[src/rtl/sccb_config_sequencer.sv]
// Camera register configuration sequencer: walks a {reg_addr,reg_data} table and issues one
// 3-phase SCCB write per entry through a byte-level master, with delays, NACK retry and handshake.
module sccb_config_sequencer #(
   parameter int         NUM_REGS    = 4,
   parameter logic [7:0] SLAVE_ADDR  = 8'h42,
   parameter int         POWERUP_CYC = 67_108_864,
   parameter int         GAP_CYC     = 65_536,
   parameter int         RESET_CYC   = 67_108_864,
   parameter int         MAX_RETRY   = 3,
   parameter int         CNT_W       = 28
) (
   input  logic        clk_100MHz,
   input  logic        rst,
   input  logic        go,
   output logic [7:0]  tbl_idx,
   input  logic [15:0] tbl_word,
   output logic        sccb_start,
   output logic        sccb_stop,
   output logic [7:0]  sccb_wr_data,
   input  logic [1:0]  sccb_ack,
   input  logic        sccb_idle,
   output logic        busy,
   output logic        done,
   output logic        error,
   output logic [7:0]  retry_total
);

   typedef enum logic [3:0] {
      S_IDLE, S_PWRUP, S_START, S_ADDR, S_DATA, S_FIN, S_GAP, S_DONE, S_FAIL
   } state_t;

   localparam logic [CNT_W-1:0] PWR_LAST = CNT_W'(POWERUP_CYC - 1);
   localparam logic [CNT_W-1:0] GAP_LAST = CNT_W'(GAP_CYC - 1);
   localparam logic [CNT_W-1:0] RST_LAST = CNT_W'(RESET_CYC - 1);

   state_t           state, state_nxt;
   logic [CNT_W-1:0] cnt;
   logic [3:0]       retries;
   logic             reset_gap;
   logic             ack_ok, ack_nack, retry_ok, delay_done, last_entry;

   function automatic logic [7:0] sat_inc8(input logic [7:0] v);
      return (v == 8'hFF) ? v : v + 8'd1;
   endfunction

   assign ack_ok     = (sccb_ack == 2'b11);
   assign ack_nack   = (sccb_ack == 2'b10);
   assign retry_ok   = (int'(retries) < MAX_RETRY);
   assign last_entry = (tbl_idx == 8'(NUM_REGS));
   // One counter serves both delays; a soft-reset write (0x12_80) gets the long gap.
   assign delay_done = (state == S_PWRUP) ? (cnt == PWR_LAST)
                                          : (cnt == (reset_gap ? RST_LAST : GAP_LAST));

   always_ff @(posedge clk_100MHz or posedge rst) begin
      if (rst) state <= S_IDLE;
      else     state <= state_nxt;
   end

   always_comb begin
      state_nxt = state;
      case (state)
         S_IDLE, S_DONE, S_FAIL: if (go) state_nxt = S_PWRUP;
         S_PWRUP: if (delay_done) state_nxt = S_START;
         S_START: if (sccb_idle) state_nxt = S_ADDR;
         S_ADDR: begin
            if (ack_ok)        state_nxt = S_DATA;
            else if (ack_nack) state_nxt = retry_ok ? S_GAP : S_FAIL;
         end
         S_DATA: begin
            if (ack_ok)        state_nxt = S_FIN;
            else if (ack_nack) state_nxt = retry_ok ? S_GAP : S_FAIL;
         end
         S_FIN: begin
            if (ack_ok)        state_nxt = S_GAP;
            else if (ack_nack) state_nxt = retry_ok ? S_GAP : S_FAIL;
         end
         S_GAP: if (delay_done) state_nxt = last_entry ? S_DONE : S_START;
         default: state_nxt = S_IDLE;
      endcase
   end

   // Master strobes and byte are decoded in the same cycle as the ack tick.
   always_comb begin
      sccb_start   = 1'b0;
      sccb_stop    = 1'b0;
      sccb_wr_data = 8'h00;
      case (state)
         S_START: if (sccb_idle) begin
            sccb_start   = 1'b1;
            sccb_wr_data = SLAVE_ADDR;
         end
         S_ADDR: begin
            if (ack_ok)        sccb_wr_data = tbl_word[15:8];
            else if (ack_nack) sccb_stop    = 1'b1;
         end
         S_DATA: begin
            if (ack_ok)        sccb_wr_data = tbl_word[7:0];
            else if (ack_nack) sccb_stop    = 1'b1;
         end
         S_FIN: if (ack_ok || ack_nack) sccb_stop = 1'b1;
         default: ;
      endcase
   end

   always_ff @(posedge clk_100MHz or posedge rst) begin
      if (rst) begin
         cnt         <= '0;
         retries     <= '0;
         reset_gap   <= 1'b0;
         tbl_idx     <= 8'd0;
         busy        <= 1'b0;
         done        <= 1'b0;
         error       <= 1'b0;
         retry_total <= 8'd0;
      end else begin
         if (state_nxt != state)
            cnt <= '0;
         else if (state == S_PWRUP || state == S_GAP)
            cnt <= cnt + CNT_W'(1);

         case (state)
            S_IDLE, S_DONE, S_FAIL: if (go) begin
               done        <= 1'b0;
               error       <= 1'b0;
               retry_total <= 8'd0;
               tbl_idx     <= 8'd0;
               busy        <= 1'b1;
               retries     <= '0;
               reset_gap   <= 1'b0;
            end
            S_ADDR, S_DATA, S_FIN: begin
               if (ack_nack) begin
                  retry_total <= sat_inc8(retry_total);
                  reset_gap   <= 1'b0;
                  if (retry_ok) begin
                     retries <= retries + 4'd1;
                  end else begin
                     error <= 1'b1;
                     busy  <= 1'b0;
                  end
               end else if (ack_ok && state == S_FIN) begin
                  retries   <= '0;
                  tbl_idx   <= tbl_idx + 8'd1;
                  reset_gap <= (tbl_word == 16'h1280);
               end
            end
            S_GAP: if (delay_done && last_entry) begin
               done <= 1'b1;
               busy <= 1'b0;
            end
            default: ;
         endcase
      end
   end

endmodule

[config.mk]
export PLATFORM = sky130hd
export DESIGN_NAME = sccb_config_sequencer
export DESIGN_NICKNAME = d
export VERILOG_FILES = /design/src/rtl/sccb_config_sequencer.sv
export SDC_FILE = /design/constraint.sdc
export NUM_CORES = 1
export LEC_CHECK = 0
export CORE_UTILIZATION = 30
export DETAILED_ROUTE_END_ITERATION = 8
export PLACE_DENSITY_LB_ADDON = 0.2
export SETUP_SLACK_MARGIN = 0.4
export SLEW_MARGIN = 10
export SYNTH_ARGS = -nofsm -noshare
export SYNTH_HDL_FRONTEND = slang
export SYNTH_SLANG_ARGS = --single-unit
[constraint.sdc]
create_clock -name clk_100MHz -period 2.9 [get_ports clk_100MHz]
set_input_delay 0.58 -clock clk_100MHz [delete_from_list [all_inputs] [get_ports clk_100MHz]]
set_output_delay 0.58 -clock clk_100MHz [all_outputs]
set_load 0.02 [all_outputs]
==> metrics.md, run 1 <==
| Metric | Value |
|---|---|
| Netlist cell types | `54` |
| P&R area growth vs syn | `33.18%` |
| Seq/Total Area, Yosys | `0.4079` |
| Hold path cells | `1` |
| TritonCTS buffer count | `5` |
| Area leader, netlist | `dfrtp_1` |
| Fin crit period | `2.547 ns` |
| Cell breakdown of the critical path | `or4b_4 -> a2111o_1 -> a2111o_1 -> a211oi_4 -> buf_6 -> buf_12 -> nor4_1` |
| Avg Vias per Cell | `5.296` |
| Final slew viol count | `0` |
| Die X | `109.0 um` |
| Clock sinks | `56` |
| CP most frequent cell | `a2111o_1` |
| Commonest non-fill, non-tap cells in the layout | `dfrtp_1, clkdlybuf4s50_1, nand2_1, buf_4, nor2_1` |
| Hold Slack | `0.4957 ns` |
| Setup crit start kind | `flip-flop` |
| Layout filler cell count | `1097` |
| CTS tree | `built` |
| Critical path class | `reg -> reg` |
| Reg2reg start | `state[3]` |
| Setup Skew | `0.01281 ns` |
| Pwr/cell area | `494.9 nW/um^2` |
| Final ANT Viol Nets | `0` |
| Max Root-Sink Buffers | `2` |
| N_diodes | `0` |
| Wire per inst | `15.31 um` |
| Die Span Y | `109.0 um` |
| Initial Utilization | `0.3128` |
| Synthesized area | `3436 sq um` |
| Crit path launch | `state[3]` |
| First-pass DRT Iterations | `4` |
| FF/Latch Area | `1404 sq um` |
| Overflow after GRT | `0` |
| CTS root buf | `clkbuf_16` |
| WL final | `9414 um` |
| CP Capture Type | `flip-flop` |
| Main flop type after synthesis | `dfrtp_1` |
| Ports | `51` |
| Worst-Margin Slew | `0.5865 ns` |
| Yosys warnings | `0` |
| Hold path startpoint | `busy` |
| Final period util | `0.8782` |
| R2R cell count | `7` |
| DRC viols | `0` |
| Slew headroom | `0.6090` |
| Worst-skew pair later-pin latency | `0.30 ns` |
| Die Area | `11880 sq um` |
| Hold Path Class | `reg -> reg` |
| Most common cell after layout, fill and taps aside | `dfrtp_1` |
| #FFs+latches synth | `56` |
| Multi-input logic area | `1966 sq um` |
| Critical-path top delay cell | `or4b_4` |
| Final hold violation count | `0` |
| Status | `finished clean` |
| Hold-fix buffers, CTS | `0` |
| WP depth | `7` |
| Yosys top cell area share | `0.4079` |
| Initial antenna violation count | `0` |
| R2R setup slack | `0.35 ns` |
| Syn avg cell area | `8.676 sq um` |
| WP buf/inv | `2` |
| Clock transition at path regs | `0.08 ns` |
| Gr usage total | `0.1653` |
| Syn_nets | `423` |
| # port buffers | `50` |
| Fmax | `392.7 MHz` |
| Nets | `501` |
| Syn Inst Count | `396` |
| Core area | `10980 sq um` |
| CP delay by family, top | `compound AO/OA/AOI/OAI gates` |
| CP max stage delay | `0.54 ns` |
| Final core utilization | `0.4166` |
| Number of synthesized flops with an enable pin | `0` |
| P_leak | `1.815 nW` |
| Vias in the first global route | `3157` |
| Max Cap Violations | `0` |
| RD Place Congestion | `0.8331` |
| RSZ-0062 raised after global routing | `true` |
| Worst vdd ir | `0.3070 mV` |
| Largest net degree at the start of global routing | `35` |
| Setup-failing EPs final | `0` |
| Crit path DAT | `2.72 ns` |
| Top post-synthesis cells by area | `dfrtp_1, xnor2_1, nor4_1, nand2_1, nor2_1` |
| Async set-reset flop share out of synthesis | `1.000` |
| Initial DRC Count | `247` |
| DR vias | `3257` |
| Core Rows | `38` |
| Share of cells above drive strength 1 | `0.1684` |
| Largest fanout on the critical path | `14` |
| Critical Path RT | `3.07 ns` |
| Max H-tree Level | `2` |
| First-pass GRT wire length | `15550 um` |
| HPWL after DPL | `6618 um` |
==> layout make-up <==
type                            instances  share of cell area
Inverter                               17             0.01395
Tap cell                              140             0.03828
Sequential cell                        56              0.3068
Clock buffer                            7             0.03117
Multi-Input combinational cell        306              0.4296
Clock inverter                          1            0.001641
Timing Repair Buffer                   88              0.1786
==> flip-flops by register name (all words and copies together), names as in the netlist <==
name	flops
state	4
done	1
retry_total	8
busy	1
tbl_idx	8
reset_gap	1
error	1
retries	4
cnt	28
==> metal layers <==
layer	vias to the layer above	wire [um]	part of all wire	track usage
li1	1592	-	-	-
met1	1608	4396	0.47	0.2179
met2	49	4686	0.50	0.2812
met3	8	253	0.027	0.02809
met4	0	78	0.0083	0.03764
met5	-	0	0	0
==> where the power goes <==
part | total, mW | switching, mW | internal [mW]
combinational | 0.723 | 0.374 | 0.349
clock | 0.631 | 0.286 | 0.345
sequential | 0.911 | 0.0634 | 0.847
total | 2.26 | 0.724 | 1.54
==> stage by stage <==
step | worst slack [ns] | power [mW] | setup TNS (ns) | std cells | instance area (sq um)
global route | 0.2648 | 2.405 | 0 | 615 | 4576
CTS | 0.3288 | 2.278 | 0 | 612 | 4467
global placement | -0.06719 | 1.527 | -0.06719 | 596 | 4265
detailed placement | -0.09294 | 1.538 | -0.2196 | 596 | 4265
finish | 0.3533 | 2.265 | 0 | 615 | 4576
floorplan | 0.3421 | 1.315 | 0 | 396 | 3436
==> worst paths after layout <==
| kind | to |
|---|---|
| worst max-delay path | cnt[3] |
| worst min-delay path | busy |
| worst max register to register | cnt[3] |
| worst min register to register | busy |
| max in group asynchronous | state[1] |
| min in group asynchronous | tbl_idx[5] |
==> cells by family (layout without fill, tap and decap cells) <==
logic type	Yosys count	in the layout	synth area share
simple gates	198	198	0.3063
mux	3	3	0.009104
compound gates	67	67	0.1326
xor+xnor	33	33	0.08412
flops	56	56	0.4079
buf+inv	34	113	0.04188
fa+ha+maj	5	5	0.01821
==> synth_stat cells, types with 4 or more instances <==
| cell type | n |
|---|---|
| dfrtp_1 | 56 |
| nand2_1 | 37 |
| nor2_1 | 34 |
| nor3_1 | 25 |
| nor4_1 | 24 |
| xnor2_1 | 22 |
| inv_1 | 17 |
| nand3_1 | 17 |
| o21ai_0 | 17 |
| clkbuf_1 | 14 |
| nand4_1 | 14 |
| a21oi_1 | 13 |
| xor2_1 | 11 |
| or3_1 | 8 |
| a22oi_1 | 7 |
| nor2b_1 | 6 |
| and2_1 | 5 |
| ha_1 | 5 |
| nand2b_1 | 5 |
| nor4b_1 | 5 |
| a21o_1 | 4 |
==> timing repair <==
item                       4_1_cts  5_1_grt
setup endpoints to repair       39       41
buffers inserted                 7        2
cloned                           1        1
pin swaps                        0        6
gates resized for setup         44       31
No activity file was read; power rests on OpenSTA's default activity.
==> run 2, diff against run 1 <==
CTS_CLUSTER_SIZE = 12   (was unset)
PLACE_DENSITY = 0.55   (was unset)
PLACE_DENSITY_LB_ADDON = unset   (was 0.2)
==> run 2 against run 1 <==
Sequential share of layout area down 1.4 points. Routed wire length down 3.7%. Final cell count up 1.3%. Global-route usage down 0.98 points.
==> metrics.md, run 2 (same netlist as run 1, synthesis figures left out) <==
| Metric | Value |
|---|---|
| Status | `finished clean` |
| Final hold violation count | `0 (unchanged)` |
| P&R area growth vs syn | `39.95%` |
| Largest net degree at the start of global routing | `30 (-14%)` |
| Hold Path Class | `reg -> reg` |
| Layout filler cell count | `1047 (-4.6%)` |
| Setup-failing EPs final | `0 (unchanged)` |
| Overflow after GRT | `0 (unchanged)` |
| RD Place Congestion | `0.7880 (-5.4%)` |
| Die Area | `11880 sq um (unchanged)` |
| CTS root buf | `clkbuf_16` |
| DR vias | `3254 (-0.092%)` |
| # port buffers | `50 (unchanged)` |
| Largest regs | `cnt (28), retry_total (8), tbl_idx (8)` |
| Fin cells | `623 (+1.3%)` |
| HPWL after DPL | `6242 um (-5.7%)` |
| Worst vdd ir | `0.2951 mV (-3.9%)` |
| Hold Slack | `0.4952 ns (-0.0004640 ns)` |
| Gr usage total | `0.1555 (-0.009803)` |
| Initial Utilization | `0.3128 (unchanged)` |
| CP Capture Type | `flip-flop` |
| Max reg flops | `28 (unchanged)` |
| Worst-Margin Slew | `0.6418 ns (+0.05532 ns)` |
| Dpl cell area | `4312 sq um (+1.1%)` |
| CP max stage delay | `0.54 ns (about the same)` |
| CTS tree | `built` |
| Die X | `109.0 um (unchanged)` |
| Wire per inst | `14.56 um (-4.9%)` |
| Initial DRC Count | `136 (-45%)` |
| Most common cell after layout, fill and taps aside | `dfrtp_1` |
| Final ANT Viol Nets | `0 (unchanged)` |
| CP most frequent cell | `a2111o_1` |
| Clock transition at path regs | `0.07 ns (about the same)` |
| WL met1 | `4205 um (-4.3%)` |
| Final slew viol count | `0 (unchanged)` |
| Crit path launch | `state[2]` |
| Slew headroom | `0.5715 (-0.03751)` |
| Max Cap Violations | `0 (unchanged)` |
| Max H-tree Level | `2 (unchanged)` |
| Fin crit period | `2.586 ns (+0.03957 ns)` |
| Fmax | `386.7 MHz (-1.5%)` |
| Final period util | `0.8918 (+0.01365)` |
| Avg Vias per Cell | `5.223 (-1.4%)` |
| Final instance area | `4808 sq um (+5.1%)` |
| Hold-fix buffers, CTS | `0 (unchanged)` |
| RSZ-0062 raised after global routing | `true` |
| Biggest register | `cnt` |
| First-pass GRT wire length | `14500 um (-6.7%)` |
| Hold path startpoint | `busy` |
| Core Rows | `38 (unchanged)` |
| Met3 WL | `368 um (+45%)` |
| Critical Path RT | `3.07 ns (about the same)` |
| Commonest non-fill, non-tap cells in the layout | `dfrtp_1, buf_4, clkdlybuf4s50_1` |
| Nets | `509 (+1.6%)` |
| Die Span Y | `109.0 um (unchanged)` |
| N_diodes | `0 (unchanged)` |
| P_leak | `1.880 nW (+3.6%)` |
| Core area | `10980 sq um (unchanged)` |
| TritonCTS buffer count | `5 (unchanged)` |
| Setup crit start kind | `flip-flop` |
| First-pass DRT Iterations | `4 (unchanged)` |
| Critical path class | `reg -> reg` |
| Max Root-Sink Buffers | `2 (unchanged)` |
| Critical-path top delay cell | `or4b_4` |
| Vias in the first global route | `3073 (-2.7%)` |
| Worst-skew pair later-pin latency | `0.29 ns (about the same)` |
| Top sig layer | `met4` |
| Share of cells above drive strength 1 | `0.2029 (+0.03448)` |
| WL final | `9070 um (-3.7%)` |
| Cell breakdown of the critical path | `or4b_4 -> a2111o_1 -> a2111o_1 -> a211oi_4 -> buf_6 -> clkbuf_16 -> nor4_1` |
| Crit path DAT | `2.76 ns (+0.04 ns)` |
| Initial antenna violation count | `0 (unchanged)` |
| Met2 routed WL | `4426 um (-5.5%)` |
| Pwr/cell area | `503.0 nW/um^2 (+1.6%)` |
| Post-Route Setup TNS | `0 ns (unchanged)` |
| Clock sinks | `56 (unchanged)` |
| DRC viols | `0 (unchanged)` |
| Ports | `51 (unchanged)` |
| Largest fanout on the critical path | `7 (-7)` |
| Reg2reg start | `state[2]` |
| Power, Total | `2.419 mW (+6.8%)` |
| DP Cell Count | `598 (+0.34%)` |
| Setup Skew | `0.007927 ns (-0.004883 ns)` |
## run 2: power by group
part | leakage, nW | switching, mW | total (mW) | internal, mW
clock | 0.0901 | 0.272 | 0.727 | 0.455
combinational | 1.03 | 0.404 | 0.788 | 0.385
sequential | 0.761 | 0.0561 | 0.903 | 0.847
## run 2: worst paths after layout
path / end / slack (ns) / cells past startpoint
max in group asynchronous: state[3] / 1.61 / 3
max: cnt[16] / 0.31 / 7
max reg2reg: cnt[16] / 0.31 / 7
min in group asynchronous: cnt[22] / 0.71 / 2
min: busy / 0.50 / 1
min reg2reg: busy / 0.50 / 1
## run 2: final cells by class
cell class | instances | area, sq um | share of cell area
clock inverter | 1 | 30.03 | 0.006245
tap | 140 | 175.2 | 0.03643
clock buffer | 7 | 152.6 | 0.03175
multi-input combinational | 306 | 2046 | 0.4254
timing repair buffer | 96 | 934.6 | 0.1944
sequential | 56 | 1406 | 0.2925
inverter | 17 | 63.81 | 0.01327
## run 2: through the flow
step | setup WS, ns | util
floorplan | 0.3421 | -
global placement | -0.03161 | 0.3926
detailed placement | -0.08989 | 0.3926
CTS | 0.2967 | 0.4204
global route | 0.2338 | 0.4378
finish | 0.3138 | 0.4378
## run 2: what timing repair did
| item | CTS | global route |
|---|---|---|
| resized for setup | 48 | 40 |
| pin swaps | 0 | 6 |
| setup buffers | 13 | 2 |
| endpoints found under the setup margin | 40 | 40 |
| endpoints found under the hold margin | 0 | 0 |
| gates cloned | 1 | 1 |
## run 2: worst max-delay path, delay by kind of cell, from the launching register on
kind,cells,cell delay (ns)
AOI/OAI and AO/OA,3,1.15
and+or+nand+nor,2,0.59
DFF,1,0.41
buffers and inverters,2,0.30
## run 2: per-layer routing
metal / vias to the layer above / GRT usage
met5: - / 0
met4: 0 / 0.03185
met3: 7 / 0.02989
met2: 64 / 0.2713
met1: 1572 / 0.1986
li1: 1611 / -
==> run 3, diff against run 2 <==
CORE_UTILIZATION = 45   (was 30)
CTS_BUF_LIST = sky130_fd_sc_hd__clkbuf_8   (was unset)
PLACE_DENSITY = 0.74   (was 0.55)
==> run 3 against run 2 <==
Highest routed layer unchanged. Count of clock-buffer cells in the layout down 2. Global-route usage up 7.3 points. Combinational power down 21%. Largest cell class unchanged. Critical endpoint is now cnt[3].
==> metrics.md, run 3 (same netlist as run 1, synthesis figures left out) <==
| Metric | Value |
|---|---|
| Overflow after GRT | `0 (unchanged)` |
| Fin cells | `571 (-8.3%)` |
| Die Area | `7989 sq um (-33%)` |
| N_diodes | `0 (unchanged)` |
| Setup Skew | `0.003990 ns (-0.003937 ns)` |
| Cell breakdown of the critical path | `or4b_4 -> a2111o_1 -> a2111o_1 -> a211oi_4 -> buf_12 -> nor4_1` |
| Crit path DAT | `2.78 ns (+0.02 ns)` |
| # port buffers | `50 (unchanged)` |
| Pwr/cell area | `469.0 nW/um^2 (-6.8%)` |
| Avg Vias per Cell | `5.636 (+7.9%)` |
| Post-Route Setup TNS | `0 ns (unchanged)` |
| Largest fanout on the critical path | `28 (+21)` |
| DP Cell Count | `553 (-7.5%)` |
| Clock transition at path regs | `0.10 ns (+0.03 ns)` |
| Core Rows | `31 (-18%)` |
| DRC viols | `0 (unchanged)` |
| Final slew viol count | `0 (unchanged)` |
| Largest regs | `cnt (28), retry_total (8), tbl_idx (8)` |
| CP Capture Type | `flip-flop` |
| Setup crit start kind | `flip-flop` |
| Ports | `51 (unchanged)` |
| P_leak | `1.766 nW (-6.1%)` |
| Reg2reg start | `state[2]` |
| Fin crit period | `2.574 ns (-0.01214 ns)` |
| Final period util | `0.8876 (-0.004187)` |
| Hold-fix buffers, CTS | `0 (unchanged)` |
| R2R setup slack | `0.33 ns (about the same)` |
| Dpl cell area | `4199 sq um (-2.6%)` |
| Fmax | `388.5 MHz (+0.47%)` |
| Die X | `89.38 um (-18%)` |
| Critical-path top delay cell | `or4b_4` |
| Status | `finished clean` |
| Die Span Y | `89.38 um (-18%)` |
| WL final | `8680 um (-4.3%)` |
| CTS tree | `built` |
| Nets | `498 (-2.2%)` |
| Worst vdd ir | `0.3980 mV (+35%)` |
| R2R cell count | `6 (-1)` |
| Worst Hold End | `error` |
| CP delay by family, top | `compound AO/OA/AOI/OAI gates` |
| Final instance area | `4404 sq um (-8.4%)` |
| Most common cell after layout, fill and taps aside | `dfrtp_1` |
| Critical path class | `reg -> reg` |
| TritonCTS buffer count | `5 (unchanged)` |
| Final core utilization | `0.6008 (+0.1630)` |
| Critical Path RT | `3.11 ns (+0.04 ns)` |
| CTS root buf | `clkbuf_8` |
| Biggest register | `cnt` |
| Max Cap Violations | `0 (unchanged)` |
| Hold path startpoint | `error` |
| P&R area growth vs syn | `28.19%` |
| CP max stage delay | `0.57 ns (+0.03 ns)` |
| DR vias | `3218 (-1.1%)` |
| RSZ-0062 raised after global routing | `true` |
| Setup-failing EPs final | `0 (unchanged)` |
| Clock sinks | `56 (unchanged)` |
| Initial Utilization | `0.4687 (+0.1559)` |
| Max reg flops | `28 (unchanged)` |
| Final hold violation count | `0 (unchanged)` |
| RD Place Congestion | `0.9157 (+16%)` |
| Core area | `7331 sq um (-33%)` |
| Vias in the first global route | `3094 (+0.68%)` |
| Commonest non-fill, non-tap cells in the layout | `dfrtp_1, clkdlybuf4s50_1, nand2_1` |
| Initial DRC Count | `207 (+52%)` |
| Wire per inst | `15.20 um (+4.4%)` |
| Worst-Margin Slew | `0.6239 ns (-0.01791 ns)` |
| Crit Reg-Reg Endpoint | `cnt[3]` |
| Max H-tree Level | `2 (unchanged)` |
| First-pass DRT Iterations | `4 (unchanged)` |
| Hold Path Class | `reg -> reg` |
| First-pass GRT wire length | `14280 um (-1.6%)` |
| WP buf/inv | `1 (-1)` |
| Gr usage total | `0.2287 (+0.07315)` |
| Initial antenna violation count | `0 (unchanged)` |
| Worst-skew pair later-pin latency | `0.32 ns (+0.03 ns)` |
| Slew headroom | `0.5835 (+0.01196)` |
| Max Root-Sink Buffers | `2 (unchanged)` |
| Hold Slack | `0.5228 ns (+0.02758 ns)` |
| Final ANT Viol Nets | `0 (unchanged)` |
| Share of cells above drive strength 1 | `0.1547 (-0.04824)` |
| CP most frequent cell | `a2111o_1` |
| HPWL after DPL | `6196 um (-0.74%)` |
| Hold path cells | `2 (+1)` |
| Largest net degree at the start of global routing | `30 (unchanged)` |
## run 3: cell types whose count changed in the layout (fill, tap and decap cells not counted), moves of 4 or more
cell,before,now
buf_4,43,32
nor4_1,15,24
buf_2,0,8
clkbuf_16,6,0
nor4_2,6,0
buf_6,5,1
## run 3: worst min-delay path, stage by stage, from the launching register on
cell	delay (ns)
dfrtp_1	0.37
a21oi_1	0.04
nor2_1	0.08
## run 3: metal layers
layer	wire length, um	share of wire	vias to the layer above	GRT usage
met5	0	0	-	0
met4	53	0.0061	0	0.06349
met3	257	0.030	7	0.03601
met2	4253	0.49	60	0.3803
met1	4116	0.47	1563	0.3096
li1	-	-	1588	-
## run 3: area by class of cell
type / instances / area, sq um
Timing Repair Buffer: 85 / 760.7
Sequential cell: 56 / 1406
Clock buffer: 5 / 68.82
Tap cell: 99 / 123.9
Multi-Input combinational cell: 306 / 1938
Inverter: 17 / 63.81
Fill cell: 650 / 2927
Clock inverter: 3 / 42.54
## run 3: power breakdown
part           internal [mW]  switching [mW]  total, mW
logic                  0.283           0.337      0.621
registers              0.847          0.0698      0.917
clock network          0.258           0.270      0.528
## run 3: timing repair
item                                    4_1_cts  5_1_grt
gates resized for setup                      47       12
pin swaps                                     0        1
gates cloned                                  1        0
endpoints found under the setup margin       40       35
setup buffers                                 5        4
## run 3: how the worst max path moves through the flow
stage	end	cells after the start	from	slack, ns
after floorplan	cnt[0]	6	state[3]	0.34
after global placement	sccb_wr_data[6]	5	sccb_ack[0]	-0.06
after detailed placement	sccb_wr_data[6]	5	sccb_ack[0]	-0.08
after CTS	cnt[3]	6	state[2]	0.33
after global routing	cnt[21]	6	state[2]	0.24
final	cnt[3]	6	state[2]	0.33
## run 3: metrics by stage
stage / setup WS (ns) / power, mW
5_1_grt: 0.2416 / 2.181
3_5_place_dp: -0.08158 / 1.531
6_report: 0.3259 / 2.066
2_1_floorplan: 0.3421 / 1.315
3_3_place_gp: -0.05631 / 1.510
4_1_cts: 0.3268 / 2.056
